--- src/rtl/book_feed_arbiter.sv ---
// book_feed_arbiter: round-robin scheduler that moves one parsed message at a
// time from NUM_SRC parser FIFOs into the single order_book update port.
// parsed_msg_t is carried as a flat MSG_W-bit vector:
//   {msg_type[7:0], side[7:0], pad[15:0], order_id[31:0], price[31:0], qty[31:0]}
module book_feed_arbiter #(
    parameter int unsigned NUM_SRC  = 4,
    parameter int unsigned FIFO_LAT = 1,
    parameter int unsigned CNT_W    = 16,
    parameter int unsigned MSG_W    = 128,
    localparam int unsigned ID_W    = $clog2(NUM_SRC)
) (
    input  logic                          clk,
    input  logic                          reset,
    input  logic [NUM_SRC-1:0]            src_empty,
    input  logic [NUM_SRC-1:0][MSG_W-1:0] src_msg,
    output logic [NUM_SRC-1:0]            src_read_en,
    output logic [MSG_W-1:0]              book_msg,
    output logic                          book_read_en,
    output logic                          book_empty,
    input  logic                          book_busy,
    output logic [ID_W-1:0]               grant_id,
    output logic [NUM_SRC-1:0][CNT_W-1:0] grant_cnt
);

    typedef enum logic [2:0] {StIdle, StPop, StLoad, StIssue, StWait} state_e;

    // Last POP cycle index; the FIFO head is valid in the cycle after it.
    localparam logic [1:0] LatLast = 2'(FIFO_LAT - 1);

    state_e                        state_q, state_d;
    logic [ID_W-1:0]               grant_q, grant_d;
    logic [ID_W-1:0]               rr_q, rr_d;
    logic [1:0]                    lat_q, lat_d;
    logic [MSG_W-1:0]              msg_q;
    logic [NUM_SRC-1:0][CNT_W-1:0] cnt_q;

    logic                          req_any;
    logic [ID_W-1:0]               pick;
    logic [ID_W-1:0]               cand;
    int unsigned                   idx;

    // Round-robin pick: first requester strictly after the last served source.
    always_comb begin
        req_any = 1'b0;
        pick    = '0;
        cand    = '0;
        idx     = 0;
        for (int unsigned k = 1; k <= NUM_SRC; k++) begin
            idx  = (32'(rr_q) + k) % NUM_SRC;
            cand = ID_W'(idx);
            if (!req_any && !src_empty[cand]) begin
                req_any = 1'b1;
                pick    = cand;
            end
        end
    end

    // Next-state and strobe decode; strobes are pure functions of state.
    always_comb begin
        state_d      = state_q;
        grant_d      = grant_q;
        rr_d         = rr_q;
        lat_d        = lat_q;
        src_read_en  = '0;
        book_read_en = 1'b0;
        unique case (state_q)
            StIdle: begin
                if (req_any) begin
                    grant_d = pick;
                    lat_d   = '0;
                    state_d = StPop;
                end
            end
            StPop: begin
                // Pop only on the first POP cycle, then wait out the FIFO latency.
                if (lat_q == '0) begin
                    src_read_en[grant_q] = 1'b1;
                end
                if (lat_q == LatLast) begin
                    state_d = StLoad;
                end else begin
                    lat_d = lat_q + 2'd1;
                end
            end
            StLoad: begin
                state_d = StIssue;
            end
            StIssue: begin
                book_read_en = 1'b1;
                rr_d         = grant_q;
                state_d      = StWait;
            end
            StWait: begin
                if (!book_busy) begin
                    state_d = StIdle;
                end
            end
            default: begin
                state_d = StIdle;
            end
        endcase
        book_empty = !book_read_en;
    end

    // Control state registers.
    always_ff @(posedge clk or negedge reset) begin
        if (!reset) begin
            state_q <= StIdle;
            grant_q <= '0;
            rr_q    <= ID_W'(NUM_SRC - 1);
            lat_q   <= '0;
        end else begin
            state_q <= state_d;
            grant_q <= grant_d;
            rr_q    <= rr_d;
            lat_q   <= lat_d;
        end
    end

    // Message capture in LOAD and per-source delivery counters bumped in ISSUE.
    always_ff @(posedge clk or negedge reset) begin
        if (!reset) begin
            msg_q <= '0;
            cnt_q <= '0;
        end else begin
            if (state_q == StLoad) begin
                msg_q <= src_msg[grant_q];
            end
            if (state_q == StIssue) begin
                cnt_q[grant_q] <= cnt_q[grant_q] + CNT_W'(1);
            end
        end
    end

    assign book_msg  = msg_q;
    assign grant_id  = grant_q;
    assign grant_cnt = cnt_q;

endmodule

--- config.mk ---
export PLATFORM = sky130hd
export DESIGN_NAME = book_feed_arbiter
export DESIGN_NICKNAME = d
export VERILOG_FILES = /design/src/rtl/book_feed_arbiter.sv
export SDC_FILE = /design/constraint.sdc
export NUM_CORES = 1
export LEC_CHECK = 0
export CAP_MARGIN = 15
export CORE_AREA = 2 2 280 282
export CTS_BUF_LIST = sky130_fd_sc_hd__clkbuf_4
export DETAILED_ROUTE_END_ITERATION = 10
export DIE_AREA = 0 0 282 284
export GPL_TIMING_DRIVEN = 0
export SYNTH_ARGS = -nofsm -noshare
export SYNTH_HDL_FRONTEND = slang
export SYNTH_SLANG_ARGS = --single-unit
--- constraint.sdc ---
create_clock -name clk -period 2.69 [get_ports clk]
set_input_delay 0.807 -clock clk [delete_from_list [all_inputs] [get_ports clk]]
set_output_delay 0.807 -clock clk [all_outputs]
set_load 0.02 [all_outputs]
* Word level (Yosys, flattened, before mapping)
Index checks and enable logic that the tools add are counted.
Word-level totals: latch bits 0, word-level logic and storage cells 80, output and inout port bits 200, RAM bits 0, memory bits (read-only) 0, input bits 519, memories 0, register bits after elaboration 201
Operators by class: shift-type cells 0, multiply operators 0, add/sub/neg operators 6, divide/modulo/power cells 0, equal/unequal tests 8, $lt $le $gt $ge 6, bitwise operators 0, mux-type cells 35, reductions and logical operators 16
Operators with widths (count):
- binary-select mux 128 bit (select 2 bit) | 1
- 2-to-1 mux 128 bit | 1
- bitwise mux 64 bit | 1
- binary-select mux 16 bit (select 2 bit) | 1
- demux 16 bit (select 2 bit) | 1
- 2-to-1 mux 16 bit | 2
- adder 16 x 1 -> 16 bit (second input constant) | 1
- < comparator 2 x 3 -> 1 bit (second input constant) | 5
- one-hot mux 3 bit (5 select lines) | 1
- 2-to-1 mux 2 bit | 6
- 2-to-1 mux 1 bit | 10
- 2-to-1 mux 3 bit | 3
- binary-select mux 1 bit (select 2 bit) | 4
- 2-to-1 mux 4 bit | 2
- inequality test 2 bit (second input constant) | 4
- adder 2 x 1 -> 2 bit (second input constant) | 3
- equality test 3 x 2 -> 1 bit (second input constant) | 2
- zero test 1 bit | 6
- AND reduction 3 bit | 2
- adder 2 bit (second input constant) | 2
- logical AND 1 bit | 4
- one-hot mux 2 bit (2 select lines) | 1
- equality test 3 x 1 -> 1 bit (second input constant) | 1
- equality test 3 bit (second input constant) | 1
- 6 further kinds | 6

* Logic depth before layout (Yosys ltp)
word-level depth 14, mapped depth 10, gate-level depth less buffers 6

* Worst setup path after synthesis
Ideal clock, no wire load.
kind register to output, from reg grant_q[1] (netlist: grant_id[1]), to out src_read_en[0], slack 0.146 ns, path buffers 4, arrival time 1.737 ns, data required time 1.883 ns, cell stages (with the launch flop) 6, cells stage by stage dfrtp_1 buf_2 buf_2 buf_2 buf_1 nor3b_1
On the way: longest elaborated chain between the ends 6, elaborated cells on any way between the ends 7, classes of those cells order compare: 2; mux: 4; reduce/logical: 1
RTL lines:
- from (decl) | RTL line 31 | logic [ID_W-1:0] grant_q, grant_d;
- from (signal assigned) | RTL line 114 | grant_q <= grant_d;
- < comparator 2 x 3 -> 1 bit (implied by the code) or >= comparator 2 x 1 -> 1 bit (tied branches) | RTL line 77 | src_read_en[grant_q] = 1'b1;
- logical AND 1 bit (implied by the code) | RTL line 77
- 2-to-1 mux 1 bit (implied by the code) | RTL line 77
- demux 1 bit (select 2 bit) * | RTL line 77
- 2-to-1 mux 4 bit * | RTL line 76 | if (lat_q == '0) begin
- 2-to-1 mux 4 bit * | RTL line 66 | unique case (state_q)
- to (decl) | RTL line 16 | output logic [NUM_SRC-1:0] src_read_en,
Mark *: on every way between the ends. The rest lies on a longest branch, timed or not.

* Worst setup path after layout
from reg grant_q[0] (netlist: grant_id[0]), to out src_read_en[2]
The elaborated chain is that of the path after synthesis.

==> key figures <==
Routing
  • Avg Vias per Cell: 4.09
  • DRC: 0
  • Via Count: 10890
  • WL per Instance: 22.7 µm
  • Detailed Routing Iterations Pass 1: 5
  • Drt total wl: 60500 µm
  • Starting DRT DRC Count: 556
  • Detail Route Antenna Nets: 0

Min path
  • Hold endpoint: grant_cnt[63]
  • Worst Hold Launch: grant_cnt[63]
  • Worst Hold Class: reg -> reg
  • Hold depth: 1

Yosys
  • Mapped cell area: 0.0112 mm²
  • Syn avg cell area: 14.9 µm²
  • Commonest cells post-synth: dfrtp_1, mux4_2, mux2_2
  • Ys Warns: 0
  • Fraction of registers with async set/reset: 1.00
  • Synth area leaders: dfrtp_1, mux4_2, mux2_2, mux4_1, nand2_1
  • Cell taking the most area after synthesis: dfrtp_1
  • Distinct cell type count after synthesis: 39
  • Post-synth top flop: dfrtp_1
  • Most common cell in the netlist: dfrtp_1
  • Syn Inst Count: 757
  • Synthesized flop and latch total: 201
  • EDFF count, synth: 0
  • Sequential element share of the synthesized area: 0.448
  • Syn nets: 1278
  • Top cell type's share of synthesized area: 0.443

Power
  • P_int: 13.3 mW
  • Leakage: 8.10 nW
  • Total power: 22.9 mW
  • Seq pwr share: 0.243
  • Psw: 9.59 mW
  • Gate power share: 0.618
  • Clock power frac: 0.140
  • Sw frac: 0.419
  • Worst vdd ir: 0.412 mV
  • PD cells: 1090 mW/mm²

Placement
  • Placed Area: 0.0198 mm²
  • HPWL after detailed placement: 49100 µm
  • Global placer's final weighted congestion: 0.928
  • IO Port Bufs: 718

Clocking
  • H-Tree Depth: 3
  • Clk_lat worst skew: 0.78 ns
  • CTS tree: done
  • CTS Root Cell: clkbuf_4
  • Worst-path clk slew: 0.06 ns
  • Clock Path Buffers: 3
  • CTS sink count: 201
  • CTS buffer count: 66

Global route
  • Largest net degree at the start of global routing: 110
  • Remaining Overflow, GRT: 0
  • GRT Util Overall: 0.145
  • First-pass GRT wire length: 83300 µm
  • Vias in the first global route: 11764
  • Initial antenna violation count: 15

Final layout
  • Layout cell share with drive strength beyond 1: 0.288
  • Fin nets: 2095
  • Area grow syn2layout: 86.0%
  • Design Area, Final: 0.0209 mm²

Critical path
  • R2R Path End: grant_cnt[15]
  • Slowest cell on crit path: dfrtp_1
  • CP Buf/Inv Count: 5
  • Crit path kind: reg -> out
  • CP Data Arrival Time: 2.02 ns
  • Critical Path Max Stage Delay: 0.40 ns
  • CP delay by family, top: buffers and inverters
  • Critical Path Sink Type: output pin
  • Worst r2r path cells: 10
  • R2r setup slk: 0.08 ns
  • Cell mode on critical path: buf_12
  • Peak fanout along the critical path: 6
  • Crit start category: flip-flop
  • CP startpoint: grant_id[0]
  • Worst r2r src: grant_id[0]
  • Critical-path cell list: buf_8 > buf_12 > buf_16 > buf_12 > and3b_1 > buf_6
  • CP required: 1.88 ns

Die
  • I/O pins: 719
  • Core ar.: 0.0770 mm²
  • Initial cell density of the core: 0.146
  • Row cnt: 102
  • Die ar.: 0.0801 mm²
  • Die Height: 284 µm
  • Die width: 282 µm

Timing
  • Tcrit/Tclk final: 1.05
  • Max Transition Viols Final: 0
  • Fmax: 353 MHz
  • Tmin final: 2.83 ns
  • Final WS setup: -0.142 ns
  • Slew headroom: 0.430
  • Setup Skew: 0.0481 ns
  • Setup-failing EPs final: 4
  • Hold Vio Cnt, Final: 0
  • Setup TNS: -0.418 ns
  • Worst Max-Slew Pin Slew: 0.855 ns
  • Unrepaired setup endpoints after global routing: yes

Job
  • Max Cap Violations: 0

Run status
  • Failing checks: setup timing
  • Status: finished with violations
## sequential cells by signal, summed over array words and instances (netlist names)
name / cells
state_q: 3
grant_cnt: 64
grant_id: 2
lat_q: 2
book_msg: 128
rr_q: 2
## cell type report
type / instances / area [µm²]
clock buffer: 89 / 668
antenna: 10 / 25.0
fill: 8014 / 56000
inverter: 7 / 31.3
clock inverter: 16 / 126
sequential: 201 / 5030
timing repair buffer: 750 / 7360
buffer: 62 / 409
tap: 1040 / 1300
multi-input combinational: 486 / 5950
## per-stage QoR
step | hold slack, ns | utilization | std cells | setup WS (ns)
5_1_grt | 0.492 | 0.272 | 2660 | -0.328
6_report | 0.463 | 0.272 | 2661 | -0.142
3_5_place_dp | 0.471 | 0.257 | 2517 | -1.05
2_1_floorplan | 0.451 | - | 757 | 0.146
4_1_cts | 0.473 | 0.270 | 2644 | -0.306
3_3_place_gp | 0.468 | 0.256 | 2515 | -8.02
## power groups by stage
stage	combinational, mW	clock (mW)	sequential (mW)
after floorplan	6.18	0	7.11
after global placement	13.9	0	5.55
after detailed placement	14.0	0	5.61
after CTS	14.2	3.40	5.56
after global routing	15.0	3.55	5.75
final	14.1	3.20	5.55
## worst max path at each step
| stage | slack, ns | cells after the start | to |
|---|---|---|---|
| 6_report | -0.14 | 6 | src_read_en[2] |
| 3_3_place_gp | -8.02 | 1 | grant_cnt[25] |
| 5_1_grt | -0.33 | 5 | src_read_en[0] |
| 2_1_floorplan | 0.15 | 5 | src_read_en[0] |
| 4_1_cts | -0.31 | 6 | src_read_en[2] |
| 3_5_place_dp | -1.05 | 6 | src_read_en[2] |
## cells by family after synthesis
kind of cell,Yosys count,synth area share
buffers and inverters,70,0.0287
XOR/XNOR,17,0.0132
AND/OR/NAND/NOR,119,0.0525
AO/OA/AOI/OAI,72,0.0337
flip-flops,201,0.448
multiplexers,276,0.422
adder cells (fa/ha/maj),2,0.00223
## metal layers
layer	routed length, µm	vias up	global-route usage
met5	58	-	0
met4	2130	8	0.0645
met3	5880	96	0.0487
met2	29400	655	0.244
met1	23000	5506	0.166
li1	-	4625	-
## timing repair
| item | CTS | global route |
|---|---|---|
| hold endpoints to repair | 30 | 0 |
| buffers inserted | 21 | 8 |
| hold buffers | 1 | 0 |
| pin swaps | 7 | 5 |
| endpoints found under the setup margin | 271 | 65 |
| gates resized for setup | 178 | 21 |
## worst reg2reg max path: cells and delay by family, from the launching register on
kind / cells / cell delay, ns
mux: 1 / 0.44
xor+xnor: 1 / 0.18
simple gates: 3 / 0.67
buf+inv: 5 / 0.81
flops: 1 / 0.40
## cell usage in the layout (no fill, tap or decap), types with 4 or more instances in the layout
cell,synthesis,layout
clkdlybuf4s50_1,0,619
clkbuf_4,0,91
clkbuf_2,0,9
buf_6,2,11
diode_2,0,10
o21ai_0,28,28
inv_1,7,4
a21oi_1,30,30
buf_12,1,4
buf_4,0,30
buf_1,9,5
clkbuf_1,28,20
nand2b_1,4,4
dfrtp_1,199,197
nand3_1,8,7
clkinv_1,0,10
xnor2_1,15,13
dlygate4sd2_1,0,92
nor3_1,5,5
buf_2,23,13
nand2_1,47,46
o21ai_1,8,8
mux4_2,136,138
mux4_1,7,5
nor2_1,36,35
mux2_2,133,133
No activity file was read; power rests on OpenSTA's default activity.
